`config.mk`:
```
export PLATFORM = sky130hd
export DESIGN_NAME = load_store_unit
export DESIGN_NICKNAME = d
export VERILOG_FILES = /design/src/rtl/load_store_unit.sv
export SDC_FILE = /design/constraint.sdc
export NUM_CORES = 1
export LEC_CHECK = 0
export ABC_AREA = 1
export CAP_MARGIN = 15
export CELL_PAD_IN_SITES_DETAIL_PLACEMENT = 0
export CELL_PAD_IN_SITES_GLOBAL_PLACEMENT = 1
export CORE_MARGIN = 2
export CORE_UTILIZATION = 45
export DETAILED_ROUTE_END_ITERATION = 7
export DONT_BUFFER_PORTS = 1
export PLACE_DENSITY = 0.83
export SLEW_MARGIN = 20
export SYNTH_ARGS = -nofsm -noshare
export SYNTH_HDL_FRONTEND = slang
export SYNTH_SLANG_ARGS = --single-unit
```
`constraint.sdc`:
```
create_clock -name clk -period 4.2 [get_ports clk]
set_input_delay 0.84 -clock clk [delete_from_list [all_inputs] [get_ports clk]]
set_output_delay 0.84 -clock clk [all_outputs]
set_load 0.01 [all_outputs]
```
`src/rtl/load_store_unit.sv`:
```
// load_store_unit: sequences one LDR/STR at a time through a 16-word data
// memory file and returns a writeback packet (Rd data, Rn update, fault).
// Three states: IDLE accepts and computes the address, ACCESS drives the
// memory for one cycle, RESP holds the packet until the writeback stage
// takes it.
module load_store_unit #(
  parameter int MEM_AW = 4,
  parameter int DW     = 32
) (
  input  logic              clk,
  input  logic              rst,
  input  logic              req_valid,
  output logic              req_ready,
  input  logic              req_load,
  input  logic [DW-1:0]     req_base,
  input  logic [11:0]       req_offset,
  input  logic              req_pre,
  input  logic              req_up,
  input  logic              req_wb,
  input  logic [DW-1:0]     req_store_data,
  input  logic [3:0]        req_rd,
  input  logic [3:0]        req_rn,
  output logic [MEM_AW-1:0] mem_addr,
  output logic [DW-1:0]     mem_write_data,
  output logic              mem_ldr_str_en,
  output logic              mem_load_en,
  output logic              mem_store_en,
  input  logic [DW-1:0]     mem_read_data,
  output logic              rsp_valid,
  input  logic              rsp_ready,
  output logic              rsp_rd_we,
  output logic [3:0]        rsp_rd,
  output logic [DW-1:0]     rsp_rd_data,
  output logic              rsp_rn_we,
  output logic [3:0]        rsp_rn,
  output logic [DW-1:0]     rsp_rn_data,
  output logic              rsp_fault
);

  typedef enum logic [1:0] {
    IDLE   = 2'd0,
    ACCESS = 2'd1,
    RESP   = 2'd2
  } state_t;

  state_t state, state_nxt;

  // Base +/- zero-extended 12-bit offset, wrapping at the data width.
  function automatic logic [DW-1:0] calc_off_addr(input logic [DW-1:0] base,
                                                  input logic [11:0]   offset,
                                                  input logic          up);
    logic [DW-1:0] off_ext;
    off_ext = {{(DW-12){1'b0}}, offset};
    return up ? (base + off_ext) : (base - off_ext);
  endfunction

  // An access faults if it is not word aligned or lies beyond the memory.
  function automatic logic calc_fault(input logic [DW-1:0] ea);
    return (ea[1:0] != 2'b00) || (ea[DW-1:MEM_AW+2] != '0);
  endfunction

  logic [DW-1:0] off_addr_c;
  logic [DW-1:0] ea_c;
  logic          fault_c;
  logic          accept;

  // Request fields latched at accept, then the word read during ACCESS.
  logic              load_p0;
  logic              pre_p0;
  logic              wb_p0;
  logic              fault_p0;
  logic [3:0]        rd_p0;
  logic [3:0]        rn_p0;
  logic [DW-1:0]     store_data_p0;
  logic [DW-1:0]     off_addr_p0;
  logic [MEM_AW-1:0] maddr_p0;
  logic [DW-1:0]     rd_data_p1;

  assign off_addr_c = calc_off_addr(req_base, req_offset, req_up);
  assign ea_c       = req_pre ? off_addr_c : req_base;
  assign fault_c    = calc_fault(ea_c);
  assign accept     = (state == IDLE) && req_valid;

  // State register; reset returns to IDLE without waiting for a clock.
  always_ff @(posedge clk or posedge rst) begin
    if (rst) begin
      state <= IDLE;
    end else begin
      state <= state_nxt;
    end
  end

  // Stage p0: latch the request and its address/fault decision on accept.
  always_ff @(posedge clk or posedge rst) begin
    if (rst) begin
      load_p0       <= 1'b0;
      pre_p0        <= 1'b0;
      wb_p0         <= 1'b0;
      fault_p0      <= 1'b0;
      rd_p0         <= '0;
      rn_p0         <= '0;
      store_data_p0 <= '0;
      off_addr_p0   <= '0;
      maddr_p0      <= '0;
    end else if (accept) begin
      load_p0       <= req_load;
      pre_p0        <= req_pre;
      wb_p0         <= req_wb;
      fault_p0      <= fault_c;
      rd_p0         <= req_rd;
      rn_p0         <= req_rn;
      store_data_p0 <= req_store_data;
      off_addr_p0   <= off_addr_c;
      maddr_p0      <= ea_c[MEM_AW+1:2];
    end
  end

  // Stage p1: capture the memory word at the end of ACCESS (stores return 0).
  always_ff @(posedge clk or posedge rst) begin
    if (rst) begin
      rd_data_p1 <= '0;
    end else if (accept) begin
      rd_data_p1 <= '0;
    end else if (state == ACCESS) begin
      rd_data_p1 <= load_p0 ? mem_read_data : '0;
    end
  end

  // Next-state and all outputs; response fields read 0 outside RESP.
  always_comb begin
    state_nxt      = state;
    req_ready      = 1'b0;
    mem_addr       = '0;
    mem_write_data = '0;
    mem_ldr_str_en = 1'b0;
    mem_load_en    = 1'b0;
    mem_store_en   = 1'b0;
    rsp_valid      = 1'b0;
    rsp_rd_we      = 1'b0;
    rsp_rd         = '0;
    rsp_rd_data    = '0;
    rsp_rn_we      = 1'b0;
    rsp_rn         = '0;
    rsp_rn_data    = '0;
    rsp_fault      = 1'b0;
    case (state)
      IDLE: begin
        req_ready = 1'b1;
        if (req_valid) begin
          state_nxt = fault_c ? RESP : ACCESS;
        end
      end
      ACCESS: begin
        mem_ldr_str_en = 1'b1;
        mem_load_en    = load_p0;
        mem_store_en   = !load_p0;
        mem_addr       = maddr_p0;
        mem_write_data = store_data_p0;
        state_nxt      = RESP;
      end
      RESP: begin
        rsp_valid   = 1'b1;
        rsp_rd_we   = load_p0 && !fault_p0;
        rsp_rd      = rd_p0;
        rsp_rd_data = rd_data_p1;
        // A load into its own base register keeps the loaded value.
        rsp_rn_we   = (!pre_p0 || wb_p0) && !fault_p0 &&
                      !(load_p0 && (rd_p0 == rn_p0));
        rsp_rn      = rn_p0;
        rsp_rn_data = off_addr_p0;
        rsp_fault   = fault_p0;
        if (rsp_ready) begin
          state_nxt = IDLE;
        end
      end
      default: begin
        state_nxt = IDLE;
      end
    endcase
  end

endmodule
```
==> results_dict.tcl <==
set metrics [dict create \
    remaining_drc_errors 0 \
    vias_per_cell 5.100 \
    ir_worst_vdd_mv 0.2429 \
    regArea_sq_um 2853 \
    grt_pass1_wl_um 34070 \
    htreeDepth 4 \
    endpoint_kind "register" \
    hold_violations 0 \
    place_congestion 0.9245 \
    cts-root-buf "clkbuf_16" \
    synth_area_sq_um 7651 \
    period_share_pct 88.49 \
    crit_fanout 4 \
    postCtsSetupBuffers 0 \
    io_buffer_count 0 \
    cts_buffer_depth 2 \
    power_mw 3.774 \
    drt_wl_total_um 21530 \
    drtIter0Drc 390 \
    clock_sinks 114 \
    pin_count 240 \
    antenna_cells 0 \
    stdcell_count 1361 \
    regToRegSetupSlack_ps 1630 \
    fin_worst_hold_slack_ps 455.9 \
    fmax_mhz 269.1 \
    fin_skew_ps 5.117 \
    maxSlewHeadroom_pct 32.61 \
    fp.coreArea_sq_um 16580 \
    finalSetupViolCount 0 \
    arrival_ps 4000 \
    drt_pass1_iterations 5 \
    dp_cells 1329 \
    initial_core_util_pct 46.14 \
    synthTopCellsByCount "273 x nand2_1, 189 x inv_1, 183 x nor2_1" \
    max_cap_viol_count 0 \
    worstSetupStartpointType "input pin" \
    ys_ff_latch 114 \
    ff2ff_path_depth 6 \
    p_leak_nw 4.168 \
    critPathKind "input pin to register" \
    slew_viol_final 0 \
    cts_hold_buf 0 \
    rsz0062_at_grt "false" \
    synthCells 1136 \
    synth.yosys.seq_area_share_pct 37.29 \
    tns_ps 0 \
    dieArea_sq_um 18060 \
    syn2layout_area_growth_pct 10.56 \
    row_count 47 \
    hold_path_class "input pin to asynchronous set/reset pin" \
    r2r_start "state[0]" \
    syn_area_per_cell_sq_um 6.735 \
    nFillCells 1708 \
    finalNetCount 1283 \
    netlist.area_leader.share_pct 37.29 \
    dp_hpwl_um 17260 \
    synth_most_common_cell "nand2_1" \
    wl_per_cell_um 15.82 \
    grt_usage_pct 23.78 \
    worstSetupStartpoint "req_offset[5]" \
    drive_gt1_share_pct 6.398 \
    postSynth.asyncResetShare_pct 100.0 \
    first_global_vias 6538 \
    synth_warnings 0 \
    syn_nets 1291 \
    min_period_ps 3717 \
    grt_overflow 0 \
    ant_nets 0 \
    cts.clk_slew.worst_paths_ps 60 \
    antenna_found_initial 0 \
    power_density_nw_per_um2 446.2 \
    utilization_pct 51.01 \
    status "finished clean" \
    cts_tree "built" \
    synth_edf_count 0 \
    synth_ff_type "dfrtp_1" \
    clock_latency_ps 400 \
    multi_input_area_sq_um 3933 \
    vias 6941 \
    tightest_slew_ps 1007 \
    cts_buffers 17 \
    r2r_end "rd_data_p1[30]" \
    synth_cell_type_count 45 \
    fp.dieW_um 134.4 \
    ys_top_cells_by_area "dfrtp_1 37%, nand2_1 13%, inv_1 9.3%" \
    grt_max_degree 62 \
    cts_resized 0 \
    yosys.area.top_type "dfrtp_1" \
    cp_data_required_time_ps 4480 \
    fp.dieH_um 134.4 \
]
==> cell type report <==
cell class                      instances  area share [%]
Clock buffer                           19           5.354
Sequential cell                       114           33.72
Inverter                              190           8.490
Tap cell                              220           3.254
Timing Repair Buffer                   10           1.183
Clock inverter                         13           1.509
Multi-Input combinational cell        795           46.49
==> report_power, final <==
group	leakage [nW]	switching (mW)	total [mW]	internal [mW]
clock network	0.271	0.519	1.37	0.854
registers	1.45	0.0836	1.40	1.31
logic	2.45	0.703	1.01	0.302
==> through the flow <==
stage          worst slack [ps]  area, sq um
3_3_place_gp              232.7         7879
5_1_grt                   159.7         8459
2_1_floorplan             344.3         7651
3_5_place_dp              113.8         7879
6_report                  483.2         8459
4_1_cts                   522.6         8459
==> worst max-delay path, cell delays in order <==
cell and delay [ps]:
nor2_1 150, nand2_2 70, nor2_1 120, nand2_1 110
nor2_2 110, ha_1 230, nand2_1 60, o21ai_0 80
ha_1 320, inv_1 190, o21ai_0 170, a21oi_1 230
nand3_1 190, nand4_1 190, nor2_1 60, nor2_1 130
nand2_1 60, nand2_1 80, nand3_1 80, nor2_1 140
nand3_1 100, nand2_1 60, nand2_1 80, nand2_1 70
nand2_1 60
==> layer usage <==
| metal | up-vias | wire (um) | global-route usage (%) |
|---|---|---|---|
| met5 | - | 0 | 0 |
| met4 | 0 | 240 | 5.205 |
| met3 | 15 | 1331 | 4.800 |
| met2 | 219 | 10160 | 40.56 |
| met1 | 3159 | 9807 | 31.32 |
| li1 | 3548 | - | - |
==> sequential cells by signal, summed over array words and instances (netlist names) <==
name	count
fault_p0	1
load_p0	1
wb_p0	1
rd_data_p1	32
rd_p0	4
store_data_p0	32
pre_p0	1
off_addr_p0	32
state	2
maddr_p0	4
rn_p0	4
==> worst max-delay path by stage <==
stage / endpoint / slack (ps) / cells after the start
2_1_floorplan: fault_p0 / 340 / 1
3_3_place_gp: fault_p0 / 230 / 27
3_5_place_dp: fault_p0 / 110 / 25
4_1_cts: fault_p0 / 520 / 25
5_1_grt: fault_p0 / 160 / 25
6_report: fault_p0 / 480 / 25
==> cells in the final DEF (no fill, tap or decap), types with 3 or more instances in the layout <==
cell        netlist  routed
dfrtp_1         114     114
nor2_2            4       5
nand3_1          52      52
a31oi_1           3       3
xnor2_1           9       9
nand4_1          18      18
nor4_1            6       6
buf_4             0       8
o221ai_1          3       3
nand3_2           3       3
o21ai_0         121     121
nand2_4           4       4
nand3b_1          5       5
clkinvlp_4        0       5
nand2_1         273     272
xor2_1           11      11
nand2_2           5       6
clkbuf_16         0      17
inv_1           189     187
nor2_1          183     182
a21oi_1          36      36
inv_6             0       3
nor3_1            6       6
ha_1             30      30
==> cell families after synthesis <==
group	Yosys count	synth area share (%)
buffers and inverters	227	11.38
AOI/OAI and AO/OA	175	12.10
and+or+nand+nor	569	31.77
xor gates and xnor gates	20	2.289
adders and majority gates	31	5.168
DFF	114	37.29
Note: power is estimated with default switching activity, not from simulation.
